**src/rtl/fp16_align_stage.sv**
```systemverilog
// FP16 add/sub operand alignment: order by magnitude, right-shift smaller significand with G/R/S.
// Latency: accept at T, out_valid at T + 2 + ceil(d/SHIFT_STEP); one pair in flight at a time.
// Backpressure: in_ready only in IDLE; result held in DONE until out_ready, IDLE again next cycle.
module fp16_align_stage #(
  parameter int SHIFT_STEP = 1,
  parameter int MAX_SHIFT  = 14
) (
  input  logic        clk,
  input  logic        rst,
  input  logic        in_valid,
  output logic        in_ready,
  input  logic [15:0] a,
  input  logic [15:0] b,
  input  logic        op,
  output logic        out_valid,
  input  logic        out_ready,
  output logic [4:0]  big_exp,
  output logic [10:0] big_mant,
  output logic [13:0] small_mant,
  output logic        res_sign,
  output logic        eff_sub,
  output logic        swapped,
  output logic        special,
  output logic        is_nan
);

  localparam logic [1:0] S_IDLE  = 2'd0;
  localparam logic [1:0] S_CMP   = 2'd1;
  localparam logic [1:0] S_SHIFT = 2'd2;
  localparam logic [1:0] S_DONE  = 2'd3;

  localparam logic [4:0] C_STEP = 5'(SHIFT_STEP);
  localparam logic [4:0] C_MAX  = 5'(MAX_SHIFT);

  logic [1:0]  r_state;
  logic [15:0] r_a;
  logic [15:0] r_b;
  logic        r_op;
  logic [4:0]  r_rem;
  logic [4:0]  r_big_exp;
  logic [10:0] r_big_mant;
  logic [13:0] r_small_mant;
  logic        r_res_sign;
  logic        r_eff_sub;
  logic        r_swapped;
  logic        r_special;
  logic        r_is_nan;

  // Operand decode of the captured pair (used in COMPARE only).
  logic        w_a_sign, w_b_sign;
  logic        w_a_hid, w_b_hid;
  logic [4:0]  w_a_eexp, w_b_eexp;
  logic [14:0] w_a_key, w_b_key;
  logic        w_a_big;
  logic [4:0]  w_big_eexp, w_sml_eexp;
  logic [4:0]  w_diff, w_d;
  logic [10:0] w_big_mant;
  logic [13:0] w_sml_load;
  logic        w_a_max, w_b_max;
  logic        w_a_inf, w_b_inf, w_a_nan, w_b_nan;
  logic        w_special, w_eff_sub, w_is_nan;
  logic        w_res_sign;

  assign w_a_sign = r_a[15];
  assign w_b_sign = r_b[15] ^ r_op;

  // Denormals (and zero) behave as exponent 1 with no hidden bit.
  assign w_a_hid  = |r_a[14:10];
  assign w_b_hid  = |r_b[14:10];
  assign w_a_eexp = w_a_hid ? r_a[14:10] : 5'd1;
  assign w_b_eexp = w_b_hid ? r_b[14:10] : 5'd1;

  // Ties favour A so that an exact match never reports a swap.
  assign w_a_key  = {w_a_eexp, r_a[9:0]};
  assign w_b_key  = {w_b_eexp, r_b[9:0]};
  assign w_a_big  = (w_a_key >= w_b_key);

  assign w_big_eexp = w_a_big ? w_a_eexp : w_b_eexp;
  assign w_sml_eexp = w_a_big ? w_b_eexp : w_a_eexp;
  assign w_diff     = w_big_eexp - w_sml_eexp;
  assign w_d        = (w_diff >= C_MAX) ? C_MAX : w_diff;

  assign w_big_mant = w_a_big ? {w_a_hid, r_a[9:0]} : {w_b_hid, r_b[9:0]};
  assign w_sml_load = w_a_big ? {w_b_hid, r_b[9:0], 3'b000} : {w_a_hid, r_a[9:0], 3'b000};

  assign w_a_max   = &r_a[14:10];
  assign w_b_max   = &r_b[14:10];
  assign w_a_inf   = w_a_max & ~(|r_a[9:0]);
  assign w_b_inf   = w_b_max & ~(|r_b[9:0]);
  assign w_a_nan   = w_a_max & (|r_a[9:0]);
  assign w_b_nan   = w_b_max & (|r_b[9:0]);
  assign w_special = w_a_max | w_b_max;
  assign w_eff_sub = w_a_sign ^ w_b_sign;
  assign w_is_nan  = w_a_nan | w_b_nan | (w_a_inf & w_b_inf & w_eff_sub);

  // Result sign: NaN reports 0, an infinity dictates its own sign, exact cancellation is +0.
  always_comb begin
    w_res_sign = w_a_big ? w_a_sign : w_b_sign;
    if (w_is_nan) begin
      w_res_sign = 1'b0;
    end else if (w_a_inf) begin
      w_res_sign = w_a_sign;
    end else if (w_b_inf) begin
      w_res_sign = w_b_sign;
    end else if (w_eff_sub && (r_a[14:0] == r_b[14:0])) begin
      w_res_sign = 1'b0;
    end
  end

  // One alignment step: shift by min(step, remaining) and fold every lost bit into S.
  logic [4:0]  w_amt;
  logic [13:0] w_mask;
  logic        w_lost;
  logic [13:0] w_shifted;

  assign w_amt     = (r_rem > C_STEP) ? C_STEP : r_rem;
  assign w_mask    = (14'd1 << w_amt) - 14'd1;
  assign w_lost    = |(r_small_mant & w_mask);
  assign w_shifted = (r_small_mant >> w_amt) | {13'd0, w_lost};

  // Control FSM plus operand capture and aligned-result registers.
  always_ff @(posedge clk) begin
    if (rst) begin
      r_state      <= S_IDLE;
      r_a          <= 16'd0;
      r_b          <= 16'd0;
      r_op         <= 1'b0;
      r_rem        <= 5'd0;
      r_big_exp    <= 5'd0;
      r_big_mant   <= 11'd0;
      r_small_mant <= 14'd0;
      r_res_sign   <= 1'b0;
      r_eff_sub    <= 1'b0;
      r_swapped    <= 1'b0;
      r_special    <= 1'b0;
      r_is_nan     <= 1'b0;
    end else begin
      case (r_state)
        S_IDLE: begin
          if (in_valid) begin
            r_a     <= a;
            r_b     <= b;
            r_op    <= op;
            r_state <= S_CMP;
          end
        end
        S_CMP: begin
          r_big_exp    <= w_big_eexp;
          r_big_mant   <= w_big_mant;
          r_small_mant <= w_sml_load;
          r_res_sign   <= w_res_sign;
          r_eff_sub    <= w_eff_sub;
          r_swapped    <= ~w_a_big;
          r_special    <= w_special;
          r_is_nan     <= w_is_nan;
          r_rem        <= w_d;
          r_state      <= (w_special || (w_d == 5'd0)) ? S_DONE : S_SHIFT;
        end
        S_SHIFT: begin
          r_small_mant <= w_shifted;
          r_rem        <= r_rem - w_amt;
          if (r_rem == w_amt) begin
            r_state <= S_DONE;
          end
        end
        S_DONE: begin
          if (out_ready) begin
            r_state <= S_IDLE;
          end
        end
        default: r_state <= S_IDLE;
      endcase
    end
  end

  assign in_ready   = (r_state == S_IDLE);
  assign out_valid  = (r_state == S_DONE);
  assign big_exp    = r_big_exp;
  assign big_mant   = r_big_mant;
  assign small_mant = r_small_mant;
  assign res_sign   = r_res_sign;
  assign eff_sub    = r_eff_sub;
  assign swapped    = r_swapped;
  assign special    = r_special;
  assign is_nan     = r_is_nan;

endmodule

```
**config.mk**
```make
export PLATFORM = sky130hd
export DESIGN_NAME = fp16_align_stage
export DESIGN_NICKNAME = d
export VERILOG_FILES = /design/src/rtl/fp16_align_stage.sv
export SDC_FILE = /design/constraint.sdc
export NUM_CORES = 1
export LEC_CHECK = 0
export BUFFER_PORTS_ARGS = -buffer_cell sky130_fd_sc_hd__buf_2
export CAP_MARGIN = 20
export CORE_MARGIN = 5
export CORE_UTILIZATION = 55
export CTS_BUF_LIST = sky130_fd_sc_hd__clkbuf_8
export CTS_CLUSTER_SIZE = 25
export DETAILED_ROUTE_END_ITERATION = 6
export GPL_TIMING_DRIVEN = 0
export PLACE_DENSITY = 0.76
export SYNTH_ARGS = -nofsm -noshare
export SYNTH_HDL_FRONTEND = slang
export SYNTH_SLANG_ARGS = --single-unit
```
**constraint.sdc**
```tcl
create_clock -name clk -period 5.8 [get_ports clk]
set_input_delay 1.16 -clock clk [delete_from_list [all_inputs] [get_ports clk]]
set_output_delay 1.16 -clock clk [all_outputs]
set_load 0.02 [all_outputs]
```
==> flow_summary.ini <==
[synth]
syn-cell-area_um2 = 4050
synth_top_flop_cell = dfxtp_1
synthArstFlopShare_pct = 0
synthesis.nets = 590
synth-simple-area-share_pct = 22.9
syn_avg_cell_area_um2 = 7.61
synth_compound_area_share_pct = 22.8
synthAdderAreaFrac_pct = 6.49
synth_top_family_by_area = simple AND/OR/NAND/NOR gates
yosysSeqAreaShare_pct = 37.1
synth_edf_count = 0
synthCells = 532
ys_types = 56
synthMuxAreaShare_pct = 2.53
synth-seq-cells = 75
yosysWarnings = 0
synthXorXnorAreaFrac_pct = 2.19

[timing]
period_needed_ps = 4580
setup-tns-final_ps = 0
rsz0062_at_grt = false
hold_viol = 0
max_freq_ghz = 0.219
worst_slack_ps = 1220
min_period_over_period_pct = 78.9
finClkSkew_ps = 13.0
drv_slew = 0
worst_pin_slew_ps = 651
relSlewSlack_pct = 56.6
setup_viol = 0

[clocking]
cts_tree = done
cts_made_buffers = 9
cts_setup_buffers = 0
htree_levels = 3
cts.sinks = 75
cts_resized = 0
path_clk_slew_ps = 80
cts-root-buf = clkbuf_8
clock_latency_ps = 360
clockBufferDepth = 2
cts_hold_buffers = 0

[cells_and_area]
antenna_cells = 0
fillerInstances = 696
nets = 674
drive_gt1_share_pct = 16.9
fin_util_pct = 66.2
stdcell_area_um2 = 4770
final_cells = 720
area.growth.synth_to_final_pct = 17.9

[grt]
grt_max_degree = 15
antenna_found_initial = 0
grt_pass1_vias = 3858
grt_use_total_pct = 26.0
overflow = 0
grt_pass1_wl_mm = 18.3

[die]
placementRows = 31
io_pins = 74
core_um2 = 7210
start_util_pct = 56.1
die_w_um = 95.8
dieArea_um2 = 9180
die_y_um = 95.8

[pwr]
switchingPower_w = 0.00133
power.share.sequential_pct = 27.3
combPwrFrac_pct = 56.0
internal_power_w = 0.00147
power_switching_share_pct = 47.6
p_leak_nw = 1.96
ir_worst_vdd_mv = 0.282
clkPwrFrac_pct = 16.7
power_density_nw_per_um2 = 588

[route]
vias_per_cell = 5.72
firstDrtPassIters = 5
wl_per_cell_um = 15.9
drc_errors = 0
drtIter0Drc = 257
num_vias = 4121
ant_nets = 0
wl_mm = 11.5

[placed_design]
io_buffers = 73
place_area_um2 = 4540
place_ws_ps = 1220
dpl.hpwl_mm = 8.75
dp.cells = 704
gp_congestion = 0.933

[worst_setup_path]
arrival_ps = 4810
path_class = flip-flop to flip-flop
start_kind = flip-flop
worst-path-max-fanout = 9
required_ps = 6040
end_kind = flip-flop

[status]
status = finished clean

[flow_run]
cap_violations = 0

[hold_path]
min_path_type = flip-flop to flip-flop
cell type report:
cell class / instances / area (µm²) / share of cell area (%)
repair buffers: 73 / 365 / 7.65
clock buffers: 10 / 138 / 2.88
clock inverters: 6 / 97.6 / 2.04
inverters: 24 / 90.1 / 1.89
plain buffers: 37 / 151 / 3.17
flip-flops and latches: 75 / 1500 / 31.5
multi-input cells: 396 / 2310 / 48.3
well taps: 99 / 124 / 2.60
final timing paths:
kind                        startpoint                     to  slack (ps)  cells after the start
setup / recovery  r_b[12]$_SDFFE_PP0P_  r_rem[2]$_SDFFE_PP0P_        1220                     19
hold / removal       r_op$_SDFFE_PP0P_      r_op$_SDFFE_PP0P_         470                      2
setup reg to reg  r_b[12]$_SDFFE_PP0P_  r_rem[2]$_SDFFE_PP0P_        1220                     19
hold reg to reg      r_op$_SDFFE_PP0P_      r_op$_SDFFE_PP0P_         470                      2
cells in the final DEF, fill, tap and decap left out, types with 3 or more instances in the layout:
cell and n:
nand2_1 110, dfxtp_1 75, buf_2 74, a21oi_1 68, nor2_1 49, clkbuf_1 33, inv_1 24, ha_1 21
o21ai_0 20, a311oi_1 14, o22ai_1 10, clkbuf_8 10, nor3_1 8, mux2i_1 8, nand2b_1 7, nor4_1 6
nor2b_1 6, nand4_1 5, xor2_1 5, a211oi_1 4, nand3_1 4, a31oi_1 4, and2_1 3, a32oi_1 3
clkinv_4 3
layer usage:
metal	part of all wire [%]	GRT usage, %	up-vias
li1	-	-	2024
met1	45	34.3	1895
met2	45	41.5	177
met3	8.4	6.88	25
met4	1.9	8.06	0
met5	0	0	-
power groups by stage:
stage	registers, W	logic (W)	clock network (W)
5_1_grt	0.000784	0.00174	0.000496
3_5_place_dp	0.000772	0.00155	0
3_3_place_gp	0.000769	0.00151	0
4_1_cts	0.000762	0.00156	0.000470
2_1_floorplan	0.000833	0.00106	0
6_report	0.000765	0.00157	0.000469
state kept, by name, indices dropped and copies added, names as in the netlist, 2 cells and up:
name        cells
small_mant     14
r_b            16
r_rem           5
big_mant       11
big_exp         5
r_state         2
r_a            16
kinds of logic after synthesis:
logic type      after synthesis
fa+ha+maj                    21
xor+xnor                      8
mux                          10
compound gates              145
buf+inv                      61
flops                        75
simple gates                212
Yosys cell counts, types with 2 or more instances:
master / number / area [µm²]
ha_1: 21 / 263
or3_1: 2 / 12.5
o21a_1: 2 / 15.0
or4_1: 2 / 15.0
a22o_1: 2 / 17.5
clkbuf_1: 33 / 124
o221ai_1: 2 / 17.5
a311oi_1: 14 / 123
a32oi_1: 3 / 26.3
and3_1: 2 / 12.5
xor2_1: 5 / 43.8
mux2i_1: 8 / 80.1
nand4_1: 5 / 31.3
nor3b_1: 2 / 15.0
nand2b_1: 7 / 43.8
o22ai_1: 10 / 62.6
a211oi_1: 4 / 30.0
inv_1: 24 / 90.1
xnor2_1: 2 / 17.5
nand2_1: 110 / 413
or2_2: 2 / 12.5
dfxtp_1: 75 / 1500
o21ai_0: 20 / 100
a21oi_1: 68 / 340
nor4_1: 6 / 37.5
nor2b_1: 6 / 37.5
nor2_1: 49 / 184
mux2_2: 2 / 22.5
and2_1: 3 / 18.8
nand3_1: 4 / 20.0
a31oi_1: 4 / 25.0
nor3_1: 8 / 40.0
a211oi_2: 2 / 25.0
per-stage QoR:
step | hold slack (ps) | total power, W
floorplan | 448 | 0.00189
global route | 502 | 0.00302
finish | 475 | 0.00281
global placement | 453 | 0.00228
detailed placement | 462 | 0.00232
CTS | 472 | 0.00279
critical path: stages, from the launching register on:
cell and delay (ps):
dfxtp_1 310, buf_6 140, or4_4 520, nor2_4 130
nor2_2 70, ha_1 390, nand2_1 80, o21a_1 180
o221a_2 260, o31ai_4 100, mux2i_1 370, inv_1 80
ha_1 210, a22o_1 200, o21ai_0 160, o21ai_0 130
a211oi_2 320, mux2i_1 380, nor3b_1 100, a2111oi_0 340
(Power assumes the default switching activity.)
